File: config.mk
export PLATFORM = sky130hd
export DESIGN_NAME = parking_gate_ctrl_p
export DESIGN_NICKNAME = d
export VERILOG_FILES = /design/src/rtl/parking_gate_ctrl_p.sv
export SDC_FILE = /design/constraint.sdc
export NUM_CORES = 1
export LEC_CHECK = 0
export CAP_MARGIN = 20
export CORE_MARGIN = 5
export CORE_UTILIZATION = 40
export CTS_CLUSTER_DIAMETER = 50
export DETAILED_ROUTE_END_ITERATION = 8
export GPL_TIMING_DRIVEN = 0
export PLACE_DENSITY = 0.75
export SLEW_MARGIN = 20
export SYNTH_ARGS = -nofsm -noshare
export SYNTH_HDL_FRONTEND = slang
export SYNTH_SLANG_ARGS = --single-unit
File: constraint.sdc
create_clock -name clk -period 3.65 [get_ports clk]
set_input_delay 0.5475 -clock clk [delete_from_list [all_inputs] [get_ports clk]]
set_output_delay 0.5475 -clock clk [all_outputs]
set_load 0.01 [all_outputs]
File: src/rtl/parking_gate_ctrl_p.sv
// Single-lane parking entry controller: PIN entry, gate open/close, attempt lockout, gate timeout.
// Optional lot occupancy tracking is enabled by defining OCCUPANCY_EN.
module parking_gate_ctrl_p #(
    parameter int PIN_W        = 9,
    parameter int PIN_VALUE    = 87,
    parameter int ALARM_TRIES  = 3,
    parameter int BLOCK_TRIES  = 5,
    parameter int GATE_TIMEOUT = 1000,
    parameter int CAPACITY     = 64
) (
    input  logic                          clk,
    input  logic                          rst,
    input  logic                          sensor_1,
    input  logic                          sensor_2,
    input  logic                          pin_valid,
    input  logic [PIN_W-1:0]              pin,
    input  logic                          car_exit,
    output logic                          alarm_pin,
    output logic                          alarm_block,
    output logic                          open_gate,
    output logic                          close_gate,
    output logic                          lot_full,
    output logic [$clog2(CAPACITY+1)-1:0] occupancy
);
    localparam int TRY_W = $clog2(BLOCK_TRIES + 1);
    localparam int TMR_W = (GATE_TIMEOUT > 1) ? $clog2(GATE_TIMEOUT) : 1;
    localparam int OCC_W = $clog2(CAPACITY + 1);

    localparam logic [PIN_W-1:0] PIN_REF   = PIN_W'(PIN_VALUE);
    localparam logic [TRY_W-1:0] TRY_ALARM = TRY_W'(ALARM_TRIES);
    localparam logic [TRY_W-1:0] TRY_BLOCK = TRY_W'(BLOCK_TRIES);
    localparam logic [TMR_W-1:0] TMR_LAST  = TMR_W'(GATE_TIMEOUT - 1);

    typedef enum logic [1:0] {S_IDLE, S_PIN, S_OPEN, S_BLOCK} state_t;

    state_t           state, state_n;
    logic [TRY_W-1:0] try_cnt, try_n, try_inc;
    logic [TMR_W-1:0] tmr, tmr_n;
    logic             pin_ok;
    logic             passed;

    assign pin_ok  = (pin == PIN_REF);
    assign try_inc = (try_cnt == TRY_BLOCK) ? try_cnt : try_cnt + 1'b1;

    always_comb begin
        state_n = state;
        try_n   = try_cnt;
        tmr_n   = '0;
        passed  = 1'b0;
        case (state)
            S_IDLE: begin
                if (sensor_1 && !lot_full) state_n = S_PIN;
            end
            S_PIN: begin
                if (pin_valid) begin
                    if (pin_ok) begin
                        state_n = S_OPEN;
                        try_n   = '0;
                    end else begin
                        try_n = try_inc;
                        if (try_inc == TRY_BLOCK) state_n = S_BLOCK;
                    end
                end else if (!sensor_1) begin
                    state_n = S_IDLE;
                end
            end
            S_OPEN: begin
                // Timer counts cycles spent in OPEN; the last one forces the close.
                if (sensor_2) begin
                    state_n = S_IDLE;
                    passed  = 1'b1;
                end else if (tmr == TMR_LAST) begin
                    state_n = S_IDLE;
                end else begin
                    tmr_n = tmr + 1'b1;
                end
            end
            S_BLOCK: begin
                if (pin_valid && pin_ok) begin
                    state_n = S_IDLE;
                    try_n   = '0;
                end
            end
            default: state_n = S_IDLE;
        endcase
    end

    always_ff @(posedge clk) begin
        if (rst) begin
            state       <= S_IDLE;
            try_cnt     <= '0;
            tmr         <= '0;
            alarm_pin   <= 1'b0;
            alarm_block <= 1'b0;
            open_gate   <= 1'b0;
            close_gate  <= 1'b0;
        end else begin
            state       <= state_n;
            try_cnt     <= try_n;
            tmr         <= tmr_n;
            alarm_pin   <= (try_n >= TRY_ALARM);
            alarm_block <= (state_n == S_BLOCK);
            open_gate   <= (state_n == S_OPEN);
            close_gate  <= (state == S_OPEN) && (state_n == S_IDLE);
        end
    end

`ifdef OCCUPANCY_EN
    localparam logic [OCC_W-1:0] OCC_MAX = OCC_W'(CAPACITY);
    logic [OCC_W-1:0] occ_n;

    // Simultaneous entry and exit cancel out.
    always_comb begin
        occ_n = occupancy;
        if (passed && !car_exit)
            occ_n = (occupancy == OCC_MAX) ? occupancy : occupancy + 1'b1;
        else if (!passed && car_exit)
            occ_n = (occupancy == '0) ? occupancy : occupancy - 1'b1;
    end

    always_ff @(posedge clk) begin
        if (rst) begin
            occupancy <= '0;
            lot_full  <= 1'b0;
        end else begin
            occupancy <= occ_n;
            lot_full  <= (occ_n == OCC_MAX);
        end
    end
`else
    logic occ_inputs_unused;
    assign occ_inputs_unused = car_exit | passed;
    assign occupancy = '0;
    assign lot_full  = 1'b0;
`endif

endmodule

==> results.md, run 1 <==
* CTS Hold Bufs at 0
* WHS at 0.489 ns
* Synth Register Bits at 19
* Clock root buffer: clkbuf_4
* Clk_lat worst skew at just over 0.3 ns
* Mean post-synth cell area at ~8.5 sq um
* Synthesis-to-finish area growth at 26.5%
* Leakage at approximately 0.00049 uW
* Vias in the first global route at 796
* First-pass GRT wire length at around 3300 um
* Die area at around 3600 sq um
* # nets final at 164
* Max stage delay on crit path at 0.52 ns
* CP Cell Sequence: clkdlybuf4s50_1 -> and4b_1 -> nand3_1 -> mux2i_1 -> o31ai_1 -> inv_1
* Core area at roughly 2400 sq um
* Max-cap violations at 0
* Cts bufs inserted at 3
* CP max-delay cell: clkdlybuf4s50_1
* Critical Path End Type: register
* PD cells at 302 nW/um^2
* Critical-path maximum fanout at 4
* CTS max path bufs at 2
* FMAX at 550 MHz
* Hold Path Class: register to register
* Placed insts at between 150 and 200
* Seq/Total Area, Yosys at between 30% and 40%
* Outcome: complete, no violations
* GRT overflow at 0
* Worst path arrival time at around 2.0 ns
* Share of layout cells above drive strength 1 at 13.1%
* Initial antenna violation count at 0
* RSZ-0062 raised after global routing: false
* Boundary Pins at 27
* Post-detail-place hpwl at about 1500 um
* Final ANT Viol Nets at 0
* Starting Density at roughly two fifths
* Ys async rst share at 0%
* Worst-path clk slew at 0.12 ns
* Drt first pass iters at 4
* CP startpoint kind: primary input
* Initial DRC Count at 18
* Hold path startpoint: tmr[0]$_SDFF_PP0_
* WL final at approximately 1900 um
* Routed length per instance at 10.8 um
* Die width at 59.9 um
* Dpl cell area at ~1200 sq um
* Port Buffer Count at 17
* Design area at 1260 sq um
* DR vias/cell at 4.79
* Global-route total usage across every layer at about an eighth
* CTS tree: built
* CTS resizes at 0
* Final hold violation count at 0
* Die H at ~60 um
* Largest net degree at the start of global routing at 13
* Worst setup path class: primary input to register
* Worst vdd rail ir drop at 291 uV
* Most common cell after layout, fill and taps aside: nor2_1
* Worst EP required at around 3.9 ns
* Count of final setup violators at 0
* Post-CTS Repair Setup Buffers at 0
* Critical Path Start: pin_valid
* Tmin final at around 1.8 ns
* YS warnings at 0
* Synth Instances at 117
* Period utilization at 49.8%
* Main flop type after synthesis: dfxtp_1
* # fillers at 232
* Finished Layout Cells at approximately 180
* Diode count at 0
* Synthesized area at ~1000 sq um
* Netlist cell types at 36
* RR Startpoint: try_cnt[0]$_SDFF_PP0_
* Vias at 838
* Post-synth EDFFs at 0
* H-tree levels at 1
* RePlAce Congestion at 0.743
* DR DRC count at 0
* Num Clock Sinks at 19
* Max Slew Vio Count at 0
* FP Rows at 18
* Commonest non-fill, non-tap cells in the layout: nor2_1, dfxtp_1, clkdlybuf4s50_1
* Final setup TNS at 0 ns
* Fin Clk Skew at ~0.0056 ns
cell usage after synthesis (2+ instances only):
master / number / area [sq um]
xor2_1: 3 / 26.3
ha_1: 3 / 37.5
nand2_1: 11 / 41.3
nand2b_1: 2 / 12.5
nor3_1: 3 / 15.0
and3b_1: 2 / 17.5
xnor2_1: 5 / 43.8
mux2i_1: 2 / 20.0
a21oi_1: 3 / 15.0
nor2_1: 22 / 82.6
nand3_1: 5 / 25.0
inv_1: 3 / 11.3
nor2b_1: 4 / 25.0
dfxtp_1: 19 / 380
buf_4: 9 / 67.6
report_power, final:
group	switching, uW	leakage (uW)	internal, uW
sequential	3.82	0.000154	211
combinational	20.5	0.000322	31.4
clock	72.5	0.0000139	41.8
logic make-up (layout without fill, tap and decap cells):
logic type | Yosys count | count (layout) | share of synthesized area, %
compound gates | 12 | 12 | 8.78
xor+xnor | 8 | 8 | 7.03
fa+ha+maj | 3 | 3 | 3.76
buf+inv | 12 | 33 | 7.90
flops | 19 | 19 | 38.1
mux | 2 | 2 | 2.01
other cells | 1 | 8 | 0.376
simple gates | 60 | 60 | 32.0
area by class of cell:
type,count,area [sq um],share of cell area (%)
Buffer,9,67.6,5.36
Clock buffer,3,22.5,1.79
Clock inverter,1,7.51,0.595
Inverter,3,11.3,0.893
Multi-Input combinational cell,93,564,44.7
Sequential cell,19,380,30.2
Tap cell,30,37.5,2.98
Timing Repair Buffer,17,170,13.5
registers in the layout, indices dropped and copies added, names as in the netlist:
register     count
try_cnt          3
state            2
open_gate        1
alarm_pin        1
close_gate       1
alarm_block      1
tmr             10
final timing paths:
kind	end	slack [ns]	depth (start not counted)
worst max register to register	state[1]$_SDFF_PP0_	1.85	6
worst max-delay path	state[1]$_SDFF_PP0_	1.83	6
worst min-delay path	tmr[0]$_SDFF_PP0_	0.49	1
worst min register to register	tmr[0]$_SDFF_PP0_	0.49	1
metal layers:
metal	part of all wire, %	track usage (%)	routed length (um)
met5	0	0	0
met4	0.79	3.80	15
met3	7.0	4.10	132
met2	48	19.9	915
met1	44	14.2	829
metrics by stage:
step | power [uW] | setup WS [ns] | utilization (%)
2_1_floorplan | 249 | 2.04 | -
3_3_place_gp | 269 | 1.50 | 50.6
3_5_place_dp | 270 | 1.48 | 50.6
4_1_cts | 385 | 1.82 | 51.9
5_1_grt | 398 | 1.67 | 51.9
6_report | 381 | 1.83 | 51.9
worst max-delay path: cells and delay by family:
kind / cells / cell delay, ns
AO/OA/AOI/OAI: 1 / 0.34
multiplexers: 1 / 0.16
AND/OR/NAND/NOR: 2 / 0.37
buffers and inverters: 2 / 0.60
(Power assumes the default switching activity.)
==> run 2, diff against run 1 <==
Clock period 3.65 ns to 1.8 ns, I/O delays scaled along.
==> results.md, run 2 (synthesized netlist as in run 1, its figures left out) <==
* Cts bufs inserted at 3 (unchanged)
* Tmin final at ~1.6 ns
* CP startpoint kind: register (was primary input)
* Finished Layout Cells at 175 (unchanged)
* RePlAce Congestion at 0.743 (unchanged)
* R2R depth at 6 (unchanged)
* Clock root buffer: clkbuf_4 (unchanged)
* Max reg flops at 10 (unchanged)
* Most common cell after layout, fill and taps aside: nor2_1 (unchanged)
* Sw Ratio at 25.7% (was 25.4%)
* Critical-path maximum fanout at 8 (was 4)
* Largest registers: tmr: 10 flops, try_cnt: 3 flops, state: 2 flops (unchanged)
* Worst path top cell family by delay: compound AO/OA/AOI/OAI gates (was buffers and inverters)
* Final setup TNS at 0 ns (unchanged)
* Internal at 577 uW (was 284 uW)
* Fin Clk Skew at 0.00589 ns (was 0.00556 ns)
* # nets final at 164 (unchanged)
* Hold depth at 1 (unchanged)
* Count of final setup violators at 0 (unchanged)
* CTS max path bufs at 2 (unchanged)
* Synthesis-to-finish area growth at 27.7% (was 26.5%)
* Leakage at 0.000489 uW (was 0.000490 uW)
* Port Buffer Count at 17 (unchanged)
* Drt first pass iters at 6 (was 4)
* Num Clock Sinks at 19 (unchanged)
* Worst setup path class: register to register (was primary input to register)
* Combinational share of power at 13.9% (was 13.6%)
* Hold EP: tmr[0]$_SDFF_PP0_ (unchanged)
* Routed length per instance at 11.1 um (was 10.8 um)
* Most flop-heavy register: tmr (unchanged)
* Starting Density at 41.0% (unchanged)
* Worst path arrival time at 1.83 ns (was 2.02 ns)
* Period utilization at 90.4%
* Post-CTS Repair Setup Buffers at 0 (unchanged)
* Worst-path clk slew at 0.12 ns (about the same)
* Reg-to-Reg End: state[1]$_SDFF_PP0_ (unchanged)
* FP Rows at 18 (unchanged)
* CP max-delay cell: dfxtp_2 (was clkdlybuf4s50_1)
* Worst EP required at 2.00 ns (was 3.85 ns)
* CTS tree: built (unchanged)
* Max Slew Vio Count at 0 (unchanged)
* Hold Path Class: register to register (unchanged)
* Placed insts at 171 (unchanged)
* Critical Path End Type: register (unchanged)
* WP buf/inv at 1 (was 2)
* WL final at 1950 um (was 1890 um)
* Core area at 2430 sq um (unchanged)
* Sw power at 200 uW (was 96.8 uW)
* Clk network pwr share at 30.0% (about the same)
* CTS Hold Bufs at 0 (unchanged)
* Max stage delay on crit path at 0.39 ns (was 0.52 ns)
* FMAX at ~610 MHz
* Global-route total usage across every layer at 11.9% (unchanged)
* Hold path startpoint: tmr[0]$_SDFF_PP0_ (unchanged)
* Diode count at 0 (unchanged)
* Die area at 3590 sq um (unchanged)
* Die H at 59.9 um (unchanged)
* Max-cap violations at 0 (unchanged)
* Vias in the first global route at 796 (unchanged)
* GRT overflow at 0 (unchanged)
* Vias at 843 (was 838)
* Final hold violation count at 0 (unchanged)
* Post-detail-place hpwl at 1490 um (unchanged)
* Initial antenna violation count at 0 (unchanged)
* Final ANT Viol Nets at 0 (unchanged)
* Share of layout cells above drive strength 1 at 15.2% (was 13.1%)
* RR Startpoint: try_cnt[0]$_SDFF_PP0_ (unchanged)
* Largest net degree at the start of global routing at 13 (unchanged)
* Worst-margin pin slew at a little under 0.5 ns
* Worst vdd rail ir drop at 596 uV (was 291 uV)
* RSZ-0062 raised after global routing: false (unchanged)
* First-pass GRT wire length at 3280 um (unchanged)
* R2r setup slk at 0.17 ns (was 1.85 ns)
* Commonest non-fill, non-tap cells in the layout: nor2_1, dfxtp_1, clkdlybuf4s50_1 (unchanged)
* Clk_lat worst skew at 0.31 ns (about the same)
* DR DRC count at 0 (unchanged)
* CP Cell Sequence: ha_1 -> nor2b_1 -> a211oi_1 -> nor4b_2 -> o31ai_2 -> inv_1 (was clkdlybuf4s50_1 -> and4b_1 -> nand3_1 -> mux2i_1 -> o31ai_1 -> inv_1)
* Initial DRC Count at 15 (was 18)
* Outcome: complete, no violations (unchanged)
* PD cells at 610 nW/um^2 (was 302 nW/um^2)
* Die width at 59.9 um (unchanged)
* Boundary Pins at 27 (unchanged)
* Sequential share of power at 56.0% (was 56.3%)
* H-tree levels at 1 (unchanged)
* DR vias/cell at 4.82 (was 4.79)
* Slew headroom at 66.8%
* Total power at 776 uW (was 381 uW)
-- run 2: cell counts in the layout (fill, tap and decap cells not counted) --
No cell type changed its count.
-- run 2: final cells by class --
type,instances,area (sq um)
clock inverters,1,7.51
well taps,30,37.5
fillers,237,1160
clock buffers,3,22.5
multi-input cells,93,576
flip-flops and latches,19,382
inverters,3,11.3
repair buffers,17,170
plain buffers,9,67.6
-- run 2: worst max-delay path by stage --
| stage | from | endpoint | depth (start not counted) |
|---|---|---|---|
| 4_1_cts | try_cnt[0]$_SDFF_PP0_ | state[1]$_SDFF_PP0_ | 6 |
| 3_5_place_dp | pin_valid | state[1]$_SDFF_PP0_ | 6 |
| 5_1_grt | tmr[0]$_SDFF_PP0_ | tmr[6]$_SDFF_PP0_ | 6 |
| 6_report | try_cnt[0]$_SDFF_PP0_ | state[1]$_SDFF_PP0_ | 6 |
| 3_3_place_gp | pin[5] | try_cnt[1]$_SDFF_PP0_ | 6 |
| 2_1_floorplan | try_cnt[0]$_SDFF_PP0_ | open_gate$_SDFF_PP0_ | 6 |
-- run 2: routing by layer --
metal / GRT usage [%] / vias up / wire length, um / part of all wire (%)
met5: 0 / - / 0 / 0
met4: 3.80 / 0 / 15 / 0.77
met3: 4.10 / 5 / 131 / 6.7
met2: 19.9 / 17 / 962 / 49
met1: 14.2 / 381 / 838 / 43
li1: - / 440 / - / -
-- run 2: what timing repair did --
item                                   CTS  global route
endpoints found under the hold margin    0             0
pin swaps                                0             1
setup endpoints to repair                3             3
resized for setup                        1             2
-- run 2: metrics by stage --
step | cell area [sq um] | setup WS, ns | util [%] | hold WS [ns]
final | 1270 | 0.173 | 52.4 | 0.494
after floorplan | 1020 | 0.192 | - | 0.339
after CTS | 1260 | 0.0630 | 51.9 | 0.497
after global placement | 1230 | -0.0698 | 50.6 | 0.444
after detailed placement | 1230 | -0.0892 | 50.6 | 0.467
after global routing | 1270 | 0.0169 | 52.4 | 0.514
-- run 2: power by group through the flow --
| stage | clock network [uW] | logic, uW | registers [uW] |
|---|---|---|---|
| finish | 233 | 108 | 435 |
| global placement | 0 | 102 | 444 |
| global route | 254 | 118 | 437 |
| CTS | 242 | 105 | 435 |
| floorplan | 0 | 61.9 | 444 |
| detailed placement | 0 | 104 | 444 |
==> run 3, diff against run 2 <==
Settings changed: CORE_MARGIN 5 to 4.
==> results.md, run 3 (synthesized netlist as in run 1, its figures left out) <==
* WHS at 0.471 ns (was 0.494 ns)
* Design area at 1270 sq um (about the same)
* Post-detail-place hpwl at 1520 um (was 1490 um)
* Hold depth at 1 (unchanged)
* Hold Path Class: register to register (unchanged)
* Commonest non-fill, non-tap cells in the layout: nor2_1, dfxtp_1, clkdlybuf4s50_1 (unchanged)
* Core area at 2300 sq um (was 2430 sq um)
* Die H at 57.9 um (was 59.9 um)
* Vias in the first global route at 840 (was 796)
* Global-route total usage across every layer at 12.9% (was 11.9%)
* Diode count at 0 (unchanged)
* Die width at 57.9 um (was 59.9 um)
* Share of layout cells above drive strength 1 at 14.4% (was 15.2%)
* # fillers at 223 (was 237)
* CTS tree: built (unchanged)
* Vias at 861 (was 843)
* FP Rows at 17 (was 18)
* Outcome: complete, no violations (unchanged)
* Slew headroom at 65.5% (was 66.8%)
* Port Buffer Count at 17 (unchanged)
* Critical Path End Type: register (unchanged)
* Critical-path maximum fanout at 8 (unchanged)
* DR vias/cell at 4.95 (was 4.82)
* Clk_lat worst skew at 0.30 ns (was 0.31 ns)
* Worst-path clk slew at 0.11 ns (was 0.12 ns)
* Die area at 3360 sq um (was 3590 sq um)
* Reg-to-Reg End: open_gate$_SDFF_PP0_ (was state[1]$_SDFF_PP0_)
* Largest registers: tmr: 10 flops, try_cnt: 3 flops, state: 2 flops (unchanged)
* Leakage at 0.000496 uW (was 0.000489 uW)
* Tmin final at 1.67 ns (was 1.63 ns)
* Starting Density at 43.4% (was 41.0%)
* Max stage delay on crit path at 0.38 ns (was 0.39 ns)
* Final ANT Viol Nets at 0 (unchanged)
* Num Clock Sinks at 19 (unchanged)
* Fin Clk Skew at 0.00984 ns (was 0.00589 ns)
* Worst EP required at 2.02 ns (was 2.00 ns)
* CP Cell Sequence: ha_1 -> nor2b_1 -> a211oi_1 -> nor4b_1 -> o31ai_1 -> buf_4 -> nor2b_1 (was ha_1 -> nor2b_1 -> a211oi_1 -> nor4b_2 -> o31ai_2 -> inv_1)
* Worst vdd rail ir drop at 451 uV (was 596 uV)
* PD cells at 603 nW/um^2 (was 610 nW/um^2)
* Dpl cell area at 1230 sq um (about the same)
* Hold path startpoint: tmr[0]$_SDFF_PP0_ (unchanged)
* RSZ-0062 raised after global routing: false (unchanged)
* FMAX at 598 MHz (was 615 MHz)
* Worst path arrival time at 1.89 ns (was 1.83 ns)
* Clock root buffer: clkbuf_4 (unchanged)
* Most numerous cell on the critical path: nor2b_1
* Initial DRC Count at 4 (was 15)
* Final hold violation count at 0 (unchanged)
* Max Slew Vio Count at 0 (unchanged)
* RR Startpoint: try_cnt[0]$_SDFF_PP0_ (unchanged)
* Final core utilization at 55.2% (was 52.4%)
* Worst setup path class: register to register (unchanged)
* Most flop-heavy register: tmr (unchanged)
* WL final at 1950 um (about the same)
* Boundary Pins at 27 (unchanged)
* R2R depth at 7 (was 6)
* Period utilization at 93.0% (was 90.4%)
* Initial antenna violation count at 0 (unchanged)
* Worst-margin pin slew at 0.514 ns (was 0.493 ns)
* Drt first pass iters at 4 (was 6)
* CTS max path bufs at 2 (unchanged)
* Count of final setup violators at 0 (unchanged)
* Cts bufs inserted at 3 (unchanged)
* CP startpoint kind: register (unchanged)
* R2r setup slk at 0.13 ns (was 0.17 ns)
* H-tree levels at 1 (unchanged)
* Max-cap violations at 0 (unchanged)
* Largest net degree at the start of global routing at 11 (was 13)
* Max reg flops at 10 (unchanged)
* Routed length per instance at 11.2 um (was 11.1 um)
* Most common cell after layout, fill and taps aside: nor2_1 (unchanged)
* DR DRC count at 0 (unchanged)
* CP max-delay cell: dfxtp_2 (unchanged)
* Hold EP: tmr[0]$_SDFF_PP0_ (unchanged)
* First-pass GRT wire length at 3360 um (was 3280 um)
* Synthesis-to-finish area growth at 27.2% (was 27.7%)
* Total power at 765 uW (was 776 uW)
* # nets final at 165 (was 164)
* RePlAce Congestion at 0.790 (was 0.743)
* GRT overflow at 0 (unchanged)
## run 3: cell types whose count changed in the layout (fill, tap and decap cells not counted), sizes merged
cell,previous run,this run
buf,9,10
clkbuf,3,4
clkinvlp,1,0
## run 3: what timing repair did
item / in CTS / in global routing
gates cloned: 0 / 0
pin swaps: 0 / 1
endpoints found under the setup margin: 3 / 4
resized for setup: 1 / 1
hold buffers: 0 / 0
buffers inserted: 0 / 1
## run 3: area by class of cell
type,instances,area (sq um),share of cell area (%)
sequential,19,382,30.1
tap,28,35.0,2.76
clock buffer,4,26.3,2.07
buffer,9,67.6,5.33
multi-input combinational,93,569,44.9
inverter,3,11.3,0.888
timing repair buffer,18,178,14.0
## run 3: power by group
group | total [uW] | switching [uW] | internal [uW]
combinational | 109 | 44.1 | 64.9
sequential | 435 | 7.67 | 427
clock | 221 | 134 | 86.5
## run 3: per-stage QoR
step / TNS (ns) / std cells / worst slack, ns
2_1_floorplan: 0 / 124 / 0.192
3_3_place_gp: -0.329 / 169 / -0.0651
3_5_place_dp: -0.804 / 169 / -0.154
4_1_cts: 0 / 173 / 0.0222
5_1_grt: 0 / 174 / 0.0212
6_report: 0 / 174 / 0.127
## run 3: worst max-delay path by stage
stage,startpoint,slack (ns),to,depth (start not counted)
floorplan,try_cnt[0]$_SDFF_PP0_,0.19,open_gate$_SDFF_PP0_,6
global placement,pin[7],-0.07,open_gate$_SDFF_PP0_,6
detailed placement,pin[7],-0.15,alarm_pin$_SDFF_PP0_,6
CTS,try_cnt[0]$_SDFF_PP0_,0.02,open_gate$_SDFF_PP0_,6
global route,try_cnt[1]$_SDFF_PP0_,0.02,alarm_block$_SDFF_PP0_,8
finish,try_cnt[0]$_SDFF_PP0_,0.13,open_gate$_SDFF_PP0_,7
## run 3: worst max-delay path: cells and delay by family, from the launching register on
kind	cells	cell delay (ns)
AO/OA/AOI/OAI	2	0.52
flip-flops	1	0.38
AND/OR/NAND/NOR	3	0.29
adder cells (fa/ha/maj)	1	0.25
buffers and inverters	1	0.16
## run 3: routing by layer
layer / wire, um / global-route usage [%] / vias up
met5: 0 / 0 / -
met4: 24 / 6.29 / 0
met3: 172 / 5.12 / 4
met2: 906 / 21.1 / 24
met1: 849 / 14.5 / 394
li1: - / - / 439
